### src/rtl/alarm_monitor_pkg.sv
// Shared types and constants for the multi-channel alarm monitor.
package alarm_monitor_pkg;

  localparam int CLS_W = 2;

  // CLS_NONE is never produced by the classifier, so a reset candidate matches nothing.
  typedef enum logic [CLS_W-1:0] {
    CLS_NONE = 2'd0,
    CLS_LOW  = 2'd1,
    CLS_MID  = 2'd2,
    CLS_HIGH = 2'd3
  } cls_e;

  typedef enum logic [1:0] {
    ST_NORMAL = 2'd0,
    ST_ALARM  = 2'd1,
    ST_ACKED  = 2'd2
  } state_e;

  localparam logic [2:0] LED_NONE = 3'b000;
  localparam logic [2:0] LED_MID  = 3'b001;
  localparam logic [2:0] LED_LOW  = 3'b010;
  localparam logic [2:0] LED_HIGH = 3'b100;

  function automatic logic [3:0] base_power(input logic [1:0] mode);
    case (mode)
      2'b00:   return 4'd1;
      2'b01:   return 4'd8;
      2'b10:   return 4'd15;
      default: return 4'd14;
    endcase
  endfunction

  function automatic logic [2:0] cls_leds(input cls_e c);
    case (c)
      CLS_LOW:  return LED_LOW;
      CLS_MID:  return LED_MID;
      CLS_HIGH: return LED_HIGH;
      default:  return LED_NONE;
    endcase
  endfunction

endpackage

### src/rtl/alarm_persist_filter.sv
// Debounces the raw class: a class commits once it has been seen on PERSIST consecutive edges.
module alarm_persist_filter #(
  parameter int PERSIST = 3,
  parameter int CLS_W   = 2
) (
  input  logic             clk,
  input  logic             rst,
  input  logic [CLS_W-1:0] raw,
  output logic [CLS_W-1:0] cls_commit,
  output logic             commit
);
  localparam int CNT_W = $clog2(PERSIST + 1);
  localparam logic [CNT_W-1:0] CNT_MAX = CNT_W'(PERSIST);
  localparam logic [CNT_W-1:0] CNT_ONE = CNT_W'(1);

  logic [CLS_W-1:0] cand, committed;
  logic [CNT_W-1:0] cnt;

  // cls_commit is the committed class as seen after this edge, so the FSM reacts on the commit edge.
  always_comb begin
    if (raw != cand) commit = (CNT_ONE == CNT_MAX);
    else             commit = (cnt != CNT_MAX) && ((cnt + CNT_ONE) == CNT_MAX);
    cls_commit = commit ? raw : committed;
  end

  always_ff @(posedge clk or posedge rst) begin
    if (rst) begin
      cand      <= '0;
      cnt       <= '0;
      committed <= '0;
    end else begin
      if (raw != cand) begin
        cand <= raw;
        cnt  <= CNT_ONE;
      end else if (cnt != CNT_MAX) begin
        cnt <= cnt + CNT_ONE;
      end
      committed <= cls_commit;
    end
  end

endmodule

### src/rtl/alarm_monitor_mc.sv
// Multi-channel alarm monitor: classifier, persistence filter, alarm FSM and power level.
module alarm_monitor_mc
  import alarm_monitor_pkg::*;
#(
  parameter int NUM_CH    = 2,
  parameter int DATA_W    = 4,
  parameter int HI_THRESH = 12,
  parameter int LO_THRESH = 4,
  parameter int PERSIST   = 3,
  parameter int PWR_W     = 6
) (
  input  logic                     clk,
  input  logic                     rst,
  input  logic [NUM_CH*DATA_W-1:0] sensor,
  input  logic [1:0]               mode,
  input  logic                     ack,
  output logic [2:0]               alarm_leds,
  output logic [NUM_CH-1:0]        alarm_ch,
  output logic                     irq,
  output logic [PWR_W-1:0]         pwr_reg
);
  localparam int NBITS = NUM_CH * DATA_W;
  localparam int POP_W = $clog2(NBITS + 1);
  localparam int SUM_W = ((PWR_W > POP_W) ? PWR_W : POP_W) + 1;
  localparam logic [SUM_W-1:0] PWR_MAX = SUM_W'({PWR_W{1'b1}});
  localparam logic [DATA_W:0]  HI_T    = (DATA_W + 1)'(HI_THRESH);
  localparam logic [DATA_W:0]  LO_T    = (DATA_W + 1)'(LO_THRESH);

  logic [NUM_CH-1:0] hi_bits, lo_bits;
  cls_e              raw_cls, cls_nxt;
  logic [CLS_W-1:0]  cls_commit;
  logic              commit;
  state_e            state;

  for (genvar i = 0; i < NUM_CH; i++) begin : g_ch
    assign hi_bits[i] = {1'b0, sensor[i*DATA_W +: DATA_W]} > HI_T;
    assign lo_bits[i] = {1'b0, sensor[i*DATA_W +: DATA_W]} < LO_T;
  end

  always_comb begin
    if (|hi_bits)      raw_cls = CLS_HIGH;
    else if (&lo_bits) raw_cls = CLS_LOW;
    else               raw_cls = CLS_MID;
  end

  alarm_persist_filter #(.PERSIST(PERSIST), .CLS_W(CLS_W)) u_filter (
    .clk        (clk),
    .rst        (rst),
    .raw        (raw_cls),
    .cls_commit (cls_commit),
    .commit     (commit)
  );

  assign cls_nxt = cls_e'(cls_commit);

  always_ff @(posedge clk or posedge rst) begin
    if (rst) begin
      state      <= ST_NORMAL;
      alarm_leds <= LED_NONE;
      alarm_ch   <= '0;
      irq        <= 1'b0;
    end else begin
      irq <= 1'b0;
      case (state)
        ST_NORMAL: begin
          if (commit && cls_nxt == CLS_HIGH) begin
            state      <= ST_ALARM;
            irq        <= 1'b1;
            alarm_leds <= LED_HIGH;
            alarm_ch   <= hi_bits;
          end else begin
            alarm_leds <= cls_leds(cls_nxt);
          end
        end
        ST_ALARM: begin
          alarm_ch <= alarm_ch | hi_bits;
          if (ack) begin
            if (cls_nxt != CLS_HIGH) begin
              state      <= ST_NORMAL;
              alarm_ch   <= '0;
              alarm_leds <= cls_leds(cls_nxt);
            end else begin
              state <= ST_ACKED;
            end
          end
        end
        ST_ACKED: begin
          alarm_ch <= alarm_ch | hi_bits;
          if (cls_nxt != CLS_HIGH) begin
            state      <= ST_NORMAL;
            alarm_ch   <= '0;
            alarm_leds <= cls_leds(cls_nxt);
          end
        end
        default: begin
          state      <= ST_NORMAL;
          alarm_leds <= LED_NONE;
          alarm_ch   <= '0;
        end
      endcase
    end
  end

  logic [POP_W-1:0] pop;
  logic [SUM_W-1:0] pwr_sum;

  always_comb begin
    pop = '0;
    for (int b = 0; b < NBITS; b++) pop = pop + POP_W'(sensor[b]);
    pwr_sum = SUM_W'(base_power(mode)) + SUM_W'(pop);
  end

  always_ff @(posedge clk or posedge rst) begin
    if (rst)                    pwr_reg <= '0;
    else if (pwr_sum > PWR_MAX) pwr_reg <= {PWR_W{1'b1}};
    else                        pwr_reg <= pwr_sum[PWR_W-1:0];
  end

endmodule

### config.mk
export PLATFORM = sky130hd
export DESIGN_NAME = alarm_monitor_mc
export DESIGN_NICKNAME = d
export VERILOG_FILES = /design/src/rtl/alarm_monitor_pkg.sv /design/src/rtl/alarm_persist_filter.sv /design/src/rtl/alarm_monitor_mc.sv
export SDC_FILE = /design/constraint.sdc
export NUM_CORES = 1
export LEC_CHECK = 0
export CAP_MARGIN = 20
export CORE_ASPECT_RATIO = 0.75
export CORE_UTILIZATION = 40
export CTS_CLUSTER_DIAMETER = 100
export DETAILED_ROUTE_END_ITERATION = 8
export PLACE_DENSITY = 0.65
export SYNTH_ARGS = -nofsm -noshare
export SYNTH_HDL_FRONTEND = slang
export SYNTH_SLANG_ARGS = --single-unit
export TNS_END_PERCENT = 5
### constraint.sdc
create_clock -name clk -period 2.8 [get_ports clk]
set_clock_uncertainty 0.05 [all_clocks]
set_input_delay 0.28 -clock clk [delete_from_list [all_inputs] [get_ports clk]]
set_output_delay 0.28 -clock clk [all_outputs]
set_load 0.05 [all_outputs]
==> results.txt <==
----------------------------------------------------
[Finish]
  Layout Utilization ... 55.5%
  Antenna Diode Count ... 0
  Largest register FFs ... 5
  Most common cell after layout, fill and taps aside ... clkdlybuf4s50_1
  Layout cell share with drive strength beyond 1 ... 18.0%
  # nets final ... 198
  Filler cells ... 289
  Relative area change from synthesis to final layout ... 26.5%
  Commonest cells after routing, fill and taps aside ... clkdlybuf4s50_1 (20), dfrtp_1 (19), inv_1 (16)

[Placement]
  GP Congestion ... 0.821
  Hpwl dp ... 2070 um
  Port Buffer Count ... 23

[Timing]
  Hold WS ... 0.388 ns
  Max frequency ... 346 MHz
  Normalized max-slew margin ... 50.9%
  Final Setup Violations ... 2
  Count of final max-slew check failures ... 0
  Share of the clock period used by the worst path ... 103%
  Count of endpoints failing hold in the final timing report ... 0
  Clock period minus final worst setup slack ... 2.89 ns
  Min setup slack post-route ... -0.0895 ns
  RSZ-0062 raised after global routing ... true
  Tightest Pin Transition ... 0.736 ns

[Setup path]
  R2R depth ... 7
  Launch instance of the worst register-to-register path ... u_filter.cnt[0]$_DFFE_PP0P_
  WP data required ... 2.90 ns
  Slack of the worst reg-to-reg path ... 0.72 ns
  Type of the worst setup path ... in2reg
  Critical Path End ... pwr_reg[4]$_DFF_PP0_
  RR Endpoint ... alarm_leds[2]$_DFFE_PP0P_
  Crit path max fanout ... 2
  Crit start category ... input pin
  Arrival @ worst endpoint ... 2.99 ns
  Endpoint kind of the worst setup timing path ... register
  Worst setup startpoint ... sensor[1]

[Floorplanning]
  Die Footprint ... 3600 um^2
  Die span in x ... 68.9 um
  Placement Rows ... 17
  Number of top-level pins ... 25
  Area of the placeable core ... 3060 um^2
  Die height ... 52.2 um
  Effective utilization at floorplan ... 43.9%

[Clock tree]
  Number of clock buffers inserted by TritonCTS ... 3
  Deepest level of the CTS H-tree ... 1
  CTS sink count ... 19
  Insertion delay of the later-clocked pin in the worst-skew pair ... 0.25 ns
  Clk root buf ... clkbuf_8
  TritonCTS clock tree ... built
  Number of buffers added to fix hold violations after cts ... 0
  Max Buffers Root-to-Sink ... 2
  Clock-pin transition on the worst setup and hold timing paths ... 0.08 ns

[Outcome]
  Violated checks ... negative setup slack
  Status ... finished, violations left

[Logic synthesis]
  Share of the synthesized area in the top cell type ... 35.4%
  Synth Cell Area ... 1340 um^2
  Sequential element share of the synthesized area ... 35.4%
  Post-Synthesis Cells ... 138
  Top FF cell, synth ... dfrtp_1
  Fraction of synthesis flops using an asynchronous set or reset pin ... 100%
  Count of flip-flops with a built-in enable after synthesis ... 0
  Yosys cell types ... 44
  Leading post-synthesis cells by cell area ... dfrtp_1 (35%), ha_1 (11%), fa_1 (7.4%)
  Number of synthesis warnings ... 0
  Register bit total from synthesis ... 19
  Post-Syn Nets ... 168
  Synthesized area per cell ... 9.74 um^2
  Post-synthesis cell type with the largest combined area ... dfrtp_1

[Route]
  Number of vias after detailed routing ... 1,069
  Drt first pass iters ... 4
  Average detailed-routed wire length per instance ... 12.9 um
  First-iteration detailed-routing DRC count ... 56
  Routed Wire Length ... 2640 um
  Antenna violation net count after detailed routing ... 0
  Residual DRC ... 0
  Mean number of vias per cell ... 5.21

[Global routing]
  Wire length of the first global-routing pass ... 4560 um
  Antenna violations before repair ... 0
  Overflow after GRT ... 0
  Pin count of the biggest net entering global routing ... 20
  Number of global-route vias before repair ... 995
  All-layer global routing usage ... 17.7%

[Power and ir drop]
  Standby leakage power ... 0.781 nW
  Power per unit of standard cell area ... 748 nW/um^2
  Peak supply drop ... 0.000281 V

[Hold path]
  Number of cells on the worst hold path ... 4
  Worst Hold Launch ... sensor[3]
  Hold Path Class ... in2reg

[Run]
  Max-cap violations ... 0

----------------------------------------------------
==> kinds of logic after synthesis <==
| family | share of synthesized area (%) |
|---|---|
| xor gates and xnor gates | 1.96 |
| adders and majority gates | 18.6 |
| AOI/OAI and AO/OA | 18.6 |
| buffers and inverters | 7.54 |
| other | 0.279 |
| DFF | 35.4 |
| and+or+nand+nor | 17.6 |
==> worst min path at each step <==
stage / to / slack, ns
2_1_floorplan: alarm_ch[0]$_DFFE_PP0P_ / 0.18
3_3_place_gp: alarm_leds[1]$_DFFE_PP0P_ / 0.45
3_5_place_dp: alarm_leds[1]$_DFFE_PP0P_ / 0.46
4_1_cts: u_filter.cand[1]$_DFFE_PP0P_ / 0.38
5_1_grt: u_filter.cand[1]$_DFFE_PP0P_ / 0.40
6_report: u_filter.cand[1]$_DFFE_PP0P_ / 0.39
==> per-stage QoR <==
step	instance area (um^2)	std cells	total power, mW	setup WS (ns)	TNS [ns]
3_5_place_dp	1640	200	1.07	-0.752	-2.60
4_1_cts	1680	204	1.28	-0.252	-0.323
3_3_place_gp	1640	200	1.06	-0.689	-2.37
2_1_floorplan	1350	138	0.873	-0.169	-0.216
6_report	1700	205	1.27	-0.0895	-0.165
5_1_grt	1700	205	1.37	-0.220	-0.408
==> layer usage <==
layer,global-route usage (%),wire length (um),vias to the layer above
li1,-,-,532
met3,3.91,116,2
met1,23.9,1280,510
met2,27.8,1210,25
met4,5.78,32,0
met5,0,0,-
==> report_power, final <==
| group | internal, mW | total (mW) | switching, mW |
|---|---|---|---|
| clock network | 0.0989 | 0.192 | 0.0934 |
| registers | 0.355 | 0.400 | 0.0449 |
| logic | 0.261 | 0.678 | 0.417 |
| total | 0.716 | 1.27 | 0.555 |
==> synthesized netlist by cell type (all sizes together), types with 2 or more instances <==
master	number
a21o	4
a21oi	7
a32oi	2
and2	2
buf	2
clkbuf	3
dfrtp	19
fa	5
ha	12
inv	19
nand2	8
nand2b	2
nand3	4
nand4	2
nor2	11
nor3	3
nor4	3
o211a	2
o21ai	7
o22ai	2
o2bb2ai	2
xor2	2
==> worst max-delay path, cell delays in order <==
cell	delay, ns
buf_6	0.10
fa_1	0.54
inv_2	0.04
fa_1	0.46
fa_1	0.51
inv_2	0.04
fa_2	0.34
fa_2	0.36
a21oi_2	0.14
a21oi_2	0.04
nor2_1	0.08
nor2_1	0.05
==> timing repair <==
item                                    4_1_cts  5_1_grt
endpoints found under the setup margin        4        4
pin swaps                                     9        8
gates resized for setup                      16        3
buffers inserted                              0        1
==> layout make-up <==
class	instances	area [um^2]	area share, %
Tap cell	38	47.5	2.80
Sequential cell	19	475	28.0
Multi-Input combinational cell	95	779	45.8
Clock buffer	3	41.3	2.43
Inverter	19	71.3	4.19
Timing Repair Buffer	30	280	16.5
Clock inverter	1	5.00	0.294
Power figures use the tool's default switching activity.
